**src/rtl/uart_rx_if.sv**
```systemverilog
// Receiver-side signal bundle for uart_rx.
// Signals:
//   rx_in           raw asynchronous serial line, idles high
//   data_out[7:0]   last successfully received byte
//   valid_out       one-cycle pulse, data_out is new
//   framing_err_out one-cycle pulse, stop bit sampled low
//   parity_err_out  one-cycle pulse, parity mismatch (0 without parity)
// Modports: master = the receiver itself, slave = line driver / byte consumer.
interface uart_rx_if;
  logic       rx_in;
  logic [7:0] data_out;
  logic       valid_out;
  logic       framing_err_out;
  logic       parity_err_out;

  modport master (
    input  rx_in,
    output data_out,
    output valid_out,
    output framing_err_out,
    output parity_err_out
  );

  modport slave (
    output rx_in,
    input  data_out,
    input  valid_out,
    input  framing_err_out,
    input  parity_err_out
  );
endinterface

```
**src/rtl/uart_rx.sv**
```systemverilog
// uart_rx: 8N1 UART receiver with mid-bit sampling (8E1 when UART_RX_PARITY_EN
// is defined). Good bytes leave as a one-cycle valid_out pulse with data_out;
// malformed frames raise a one-cycle error pulse and are dropped.
// Ports:
//   clk_in    system clock, rising edge
//   rst_n_in  asynchronous active-low reset
//   bus       uart_rx_if.master: rx_in in; data_out, valid_out,
//             framing_err_out, parity_err_out out (all registered)
// Parameter: CLKS_PER_BAUD clock cycles per bit, even, >= 4.
// Macro: UART_RX_PARITY_EN adds an even-parity bit between data and stop.
module uart_rx #(
  parameter int unsigned CLKS_PER_BAUD = 868
) (
  input  logic        clk_in,
  input  logic        rst_n_in,
  uart_rx_if.master   bus
);

  localparam int unsigned CNT_W = $clog2(CLKS_PER_BAUD);
  localparam logic [CNT_W-1:0] HALF_M1 = CNT_W'(CLKS_PER_BAUD / 2 - 1);
  localparam logic [CNT_W-1:0] FULL_M1 = CNT_W'(CLKS_PER_BAUD - 1);

`ifdef UART_RX_PARITY_EN
  typedef enum logic [2:0] {S_IDLE, S_START, S_DATA, S_PARITY, S_STOP} state_t;
`else
  typedef enum logic [2:0] {S_IDLE, S_START, S_DATA, S_STOP} state_t;
`endif

  state_t           r_state;
  logic [CNT_W-1:0] r_cnt;
  logic [2:0]       r_bit_idx;
  logic [7:0]       r_shift;
  logic             r_sync1;
  logic             r_sync2;
  logic             r_rx_prev;
  logic             r_done;
  logic             r_stop_bit;
  logic [7:0]       r_data;
  logic             r_valid;
  logic             r_ferr;
`ifdef UART_RX_PARITY_EN
  logic             r_par_bit;
  logic             r_perr;
  logic             w_par_bad;
`endif

  // Two-flop synchroniser plus one delay stage for falling-edge detection.
  always_ff @(posedge clk_in or negedge rst_n_in) begin
    if (!rst_n_in) begin
      r_sync1   <= 1'b1;
      r_sync2   <= 1'b1;
      r_rx_prev <= 1'b1;
    end else begin
      r_sync1   <= bus.rx_in;
      r_sync2   <= r_sync1;
      r_rx_prev <= r_sync2;
    end
  end

`ifdef UART_RX_PARITY_EN
  // Even parity: XOR over data and parity bit must be 0.
  assign w_par_bad = ^{r_shift, r_par_bit};
`endif

  // Frame FSM; the stop sample is registered in r_done/r_stop_bit and turned
  // into an output pulse one cycle later, so the FSM is already back in IDLE
  // and can catch a start bit immediately following the stop bit.
  always_ff @(posedge clk_in or negedge rst_n_in) begin
    if (!rst_n_in) begin
      r_state    <= S_IDLE;
      r_cnt      <= '0;
      r_bit_idx  <= '0;
      r_shift    <= '0;
      r_done     <= 1'b0;
      r_stop_bit <= 1'b0;
      r_data     <= '0;
      r_valid    <= 1'b0;
      r_ferr     <= 1'b0;
`ifdef UART_RX_PARITY_EN
      r_par_bit  <= 1'b0;
      r_perr     <= 1'b0;
`endif
    end else begin
      r_done  <= 1'b0;
      r_valid <= 1'b0;
      r_ferr  <= 1'b0;
`ifdef UART_RX_PARITY_EN
      r_perr  <= 1'b0;
`endif

      // Output stage: framing error wins over parity error; both drop the byte.
      if (r_done) begin
        if (!r_stop_bit) begin
          r_ferr <= 1'b1;
`ifdef UART_RX_PARITY_EN
        end else if (w_par_bad) begin
          r_perr <= 1'b1;
`endif
        end else begin
          r_valid <= 1'b1;
          r_data  <= r_shift;
        end
      end

      case (r_state)
        S_IDLE: begin
          r_cnt <= '0;
          if (r_rx_prev && !r_sync2) r_state <= S_START;
        end
        S_START: begin
          if (r_cnt == HALF_M1) begin
            r_cnt     <= '0;
            r_bit_idx <= '0;
            r_state   <= r_sync2 ? S_IDLE : S_DATA;
          end else begin
            r_cnt <= r_cnt + CNT_W'(1);
          end
        end
        S_DATA: begin
          if (r_cnt == FULL_M1) begin
            r_cnt     <= '0;
            r_shift   <= {r_sync2, r_shift[7:1]};
            r_bit_idx <= r_bit_idx + 3'd1;
            if (r_bit_idx == 3'd7) begin
`ifdef UART_RX_PARITY_EN
              r_state <= S_PARITY;
`else
              r_state <= S_STOP;
`endif
            end
          end else begin
            r_cnt <= r_cnt + CNT_W'(1);
          end
        end
`ifdef UART_RX_PARITY_EN
        S_PARITY: begin
          if (r_cnt == FULL_M1) begin
            r_cnt     <= '0;
            r_par_bit <= r_sync2;
            r_state   <= S_STOP;
          end else begin
            r_cnt <= r_cnt + CNT_W'(1);
          end
        end
`endif
        S_STOP: begin
          if (r_cnt == FULL_M1) begin
            r_cnt      <= '0;
            r_done     <= 1'b1;
            r_stop_bit <= r_sync2;
            r_state    <= S_IDLE;
          end else begin
            r_cnt <= r_cnt + CNT_W'(1);
          end
        end
        default: r_state <= S_IDLE;
      endcase
    end
  end

  assign bus.data_out        = r_data;
  assign bus.valid_out       = r_valid;
  assign bus.framing_err_out = r_ferr;
`ifdef UART_RX_PARITY_EN
  assign bus.parity_err_out  = r_perr;
`else
  assign bus.parity_err_out  = 1'b0;
`endif

endmodule

```
**src/flat_wrapper.sv**
```systemverilog
// flat-port wrapper written by rule: the top's interface ports become plain ports
module uart_rx_flat 
#(
  parameter int unsigned CLKS_PER_BAUD = 868
)
  (clk_in, rst_n_in, bus_rx_in, bus_data_out, bus_valid_out, bus_framing_err_out, bus_parity_err_out);
  uart_rx_if bus_i ();
  input  logic clk_in;
  input  logic rst_n_in;
  input wire logic [$bits(bus_i.rx_in)-1:0] bus_rx_in;
  output wire logic [$bits(bus_i.data_out)-1:0] bus_data_out;
  output wire logic [$bits(bus_i.valid_out)-1:0] bus_valid_out;
  output wire logic [$bits(bus_i.framing_err_out)-1:0] bus_framing_err_out;
  output wire logic [$bits(bus_i.parity_err_out)-1:0] bus_parity_err_out;
  assign bus_i.rx_in = bus_rx_in;
  assign bus_data_out = bus_i.data_out;
  assign bus_valid_out = bus_i.valid_out;
  assign bus_framing_err_out = bus_i.framing_err_out;
  assign bus_parity_err_out = bus_i.parity_err_out;
  uart_rx #(.CLKS_PER_BAUD(CLKS_PER_BAUD)) u_core (.clk_in(clk_in), .rst_n_in(rst_n_in), .bus(bus_i));
endmodule
```
**config.mk**
```make
export PLATFORM = sky130hd
export DESIGN_NAME = uart_rx_flat
export DESIGN_NICKNAME = d
export VERILOG_FILES = /design/src/rtl/uart_rx_if.sv /design/src/rtl/uart_rx.sv /design/src/flat_wrapper.sv
export SDC_FILE = /design/constraint.sdc
export NUM_CORES = 1
export LEC_CHECK = 0
export BUFFER_PORTS_ARGS = -buffer_cell sky130_fd_sc_hd__buf_2
export CAP_MARGIN = 40
export CORE_MARGIN = 4
export CORE_UTILIZATION = 55
export CTS_CLUSTER_DIAMETER = 30
export DETAILED_ROUTE_END_ITERATION = 12
export PLACE_DENSITY = 0.74
export SLEW_MARGIN = 30
export SYNTH_ARGS = -nofsm -noshare
export SYNTH_HDL_FRONTEND = slang
export SYNTH_SLANG_ARGS = --single-unit
```
**constraint.sdc**
```tcl
create_clock -name clk_in -period 2.2 [get_ports clk_in]
set_input_delay 0 -clock clk_in [delete_from_list [all_inputs] [get_ports clk_in]]
set_output_delay 0 -clock clk_in [all_outputs]
set_load 0.03 [all_outputs]
```
==> impl_metrics.json <==
{
  "status": "complete, no violations",
  "critical_path_class": "flip-flop to flip-flop",
  "synth-edff-count": 0,
  "post_cts_resized": 0,
  "slowest_stage": "or3b_1",
  "synth_cells": 154,
  "seq_power_share": 0.384,
  "die_h_um": 66.7,
  "clkSinkCount": 38,
  "grt_max_degree": 39,
  "power.internal_mw": 1.39,
  "ant_nets": 0,
  "area_growth_pct": 13.6,
  "drtIter0Drc": 81,
  "yosys_warnings": 0,
  "fin_hold_ws_ps": 87.1,
  "r2r_start": "u_core.r_cnt[2]",
  "cts_setup_buffers": 0,
  "syn_area_per_cell_um2": 12.3,
  "setup-violations-final": 0,
  "grt_pass1_vias": 1231,
  "timing.fmax_ghz": 0.494,
  "skew_ps": 11.6,
  "dr_total_vias": 1276,
  "ys_seq_area_frac": 0.505,
  "die_x_um": 66.7,
  "drc": 0,
  "cts_buffers": 5,
  "final_nets": 187,
  "p_switching_uw": 716,
  "cp_data_arrival_time_ps": 2270,
  "ys_types": 45,
  "io-pin-count": 14,
  "ys_ff_latch": 38,
  "cts_tree": "yes",
  "layout-drive-gt1-share": 0.305,
  "hold_viol": 0,
  "dp.final_hpwl_mm": 2.36,
  "synth_nets": 168,
  "drt-total-wl_mm": 3.38,
  "cts-root-buf": "clkbuf_4",
  "cts_hold_buf": 2,
  "drtPass1Iterations": 4,
  "fillers": 261,
  "start_util": 0.567,
  "finalSetupTns_ps": 0,
  "r2r_setup_slack_ps": 170,
  "via_per_inst": 5.80,
  "synthArstFlopShare": 1.00,
  "period_needed_ps": 2030,
  "dieArea_um2": 4440,
  "routabilityCongestion": 0.903,
  "grt_use_total": 0.175,
  "cap_violations": 0,
  "syn_area_um2": 1890,
  "power_density_nw_per_um2": 981,
  "cts_buffer_depth": 2,
  "clock_latency_ps": 350,
  "critPathMaxFanout": 8,
  "antenna_found_initial": 0,
  "rows": 21,
  "p_comb_frac": 0.333,
  "reg2reg_depth": 4,
  "end_kind": "flip-flop",
  "r2r-end": "u_core.r_shift[6]",
  "coreArea_um2": 3340,
  "cellLeakagePower_nw": 1.02,
  "grt_pass1_wl_mm": 5.76,
  "insertedDiodeCount": 0,
  "cpPeakStageDelay_ps": 540,
  "wl_per_cell_um": 15.4,
  "irDropWorstVdd_mv": 0.518,
  "worstSetupStartpointType": "flip-flop",
  "portBuffers": 12,
  "grt_overflow": 0,
  "hp-class": "primary input to async pin",
  "fin_crit_sh": 0.921,
  "worst_ep_required_time_ps": 2440,
  "synthFlopType": "dfrtp_1",
  "path_clk_slew_ps": 120,
  "maxSlewHeadroom": 0.601,
  "worstPathCellList": "or3b_1 > nor4_4 > nand4_2 > mux2_2",
  "switching_share": 0.340,
  "rsz0062_at_grt": "false",
  "maxSlewViolCount": 0,
  "pwr-share-clk": 0.283,
  "h-tree-depth": 2,
  "worst_slew_pin_slew_ps": 593
}
## routing by layer
| metal | GRT usage | routed length [um] | vias up |
|---|---|---|---|
| li1 | - | - | 588 |
| met1 | 0.225 | 1520 | 638 |
| met2 | 0.277 | 1620 | 41 |
| met3 | 0.0506 | 170 | 9 |
| met4 | 0.0685 | 72 | 0 |
| met5 | 0 | 0 | - |
## how the worst max path moves through the flow
| stage | from | end |
|---|---|---|
| 2_1_floorplan | u_core.r_cnt[2] | u_core.r_bit_idx[0] |
| 3_3_place_gp | u_core.r_cnt[2] | u_core.r_shift[1] |
| 3_5_place_dp | u_core.r_cnt[2] | u_core.r_shift[6] |
| 4_1_cts | u_core.r_cnt[2] | u_core.r_shift[6] |
| 5_1_grt | u_core.r_cnt[2] | u_core.r_shift[1] |
| 6_report | u_core.r_cnt[2] | u_core.r_shift[6] |
## layout make-up
class / count / area, um2 / area share
clock buffer: 5 / 37.5 / 0.0175
clock inverter: 3 / 68.8 / 0.0320
inverter: 11 / 41.3 / 0.0192
multi-input combinational: 100 / 866 / 0.403
sequential: 38 / 955 / 0.444
tap: 46 / 57.6 / 0.0268
timing repair buffer: 17 / 123 / 0.0571
## power by group through the flow
stage | Sequential, mW | Clock, mW | Combinational, mW
6_report | 0.809 | 0.597 | 0.701
5_1_grt | 0.822 | 0.647 | 0.776
4_1_cts | 0.809 | 0.613 | 0.694
3_5_place_dp | 0.822 | 0 | 0.690
3_3_place_gp | 0.817 | 0 | 0.656
2_1_floorplan | 0.808 | 0 | 0.542
## synth_stat cells, types with 2 or more instances
cell      count  share of area
dfrtp_1      35           0.46
mux2_2       17           0.10
nand2_1      12          0.024
ha_1         11          0.073
inv_1        11          0.022
a21oi_1       6          0.016
nor2b_1       4          0.013
o21ai_0       4          0.011
xnor2_1       4          0.019
clkbuf_1      3         0.0060
dfstp_2       3          0.042
mux2i_1       3          0.016
nand4_1       3         0.0099
nor3_1        3         0.0079
nor4_1        3         0.0099
nand3_1       2         0.0053
o31ai_1       2         0.0079
## layout by cell type (no fill, tap or decap), drive strengths merged, types with 2 or more instances in the layout
cell	Yosys	routed
nand3	3	3
o31ai	3	3
mux2i	3	3
ha	11	11
dlygate4sd3	0	2
nor2b	4	4
buf	2	15
bufinv	0	2
inv	11	11
nand2	12	12
a21oi	6	6
nor4	4	4
o21ai	5	5
nor3	4	4
clkbuf	3	5
nand4	4	4
mux2	18	18
dfstp	3	3
dfrtp	35	35
xnor2	4	4
## logic make-up after synthesis
family | share of synthesized area
fa+ha+maj | 0.0728
xor+xnor | 0.0185
flops | 0.505
mux | 0.125
other cells | 0.00198
simple gates | 0.119
compound gates | 0.120
buf+inv | 0.0377
## flip-flops by register name, indices dropped and copies added (netlist names)
name,flops
u_core.r_state,2
u_core.bus.valid_out,1
u_core.r_done,1
u_core.r_bit_idx,3
u_core.r_rx_prev,1
u_core.r_sync2,1
u_core.bus.framing_err_out,1
u_core.r_sync1,1
u_core.bus.data_out,8
u_core.r_stop_bit,1
u_core.r_shift,8
u_core.r_cnt,10
## through the flow
| stage | instances | utilization | setup slack (ps) | power (mW) | instance area [um2] |
|---|---|---|---|---|---|
| floorplan | 154 | - | 356 | 1.35 | 1890 |
| global placement | 209 | 0.598 | 218 | 1.47 | 1990 |
| detailed placement | 209 | 0.598 | 156 | 1.51 | 1990 |
| CTS | 219 | 0.636 | 138 | 2.12 | 2120 |
| global route | 220 | 0.644 | 32.5 | 2.25 | 2150 |
| finish | 220 | 0.644 | 174 | 2.11 | 2150 |
## critical path, delay by kind of cell (launching register included)
family,cells,cell delay (ps)
mux,1,370
simple gates,3,1110
flops,1,450
Power figures use the tool's default switching activity.
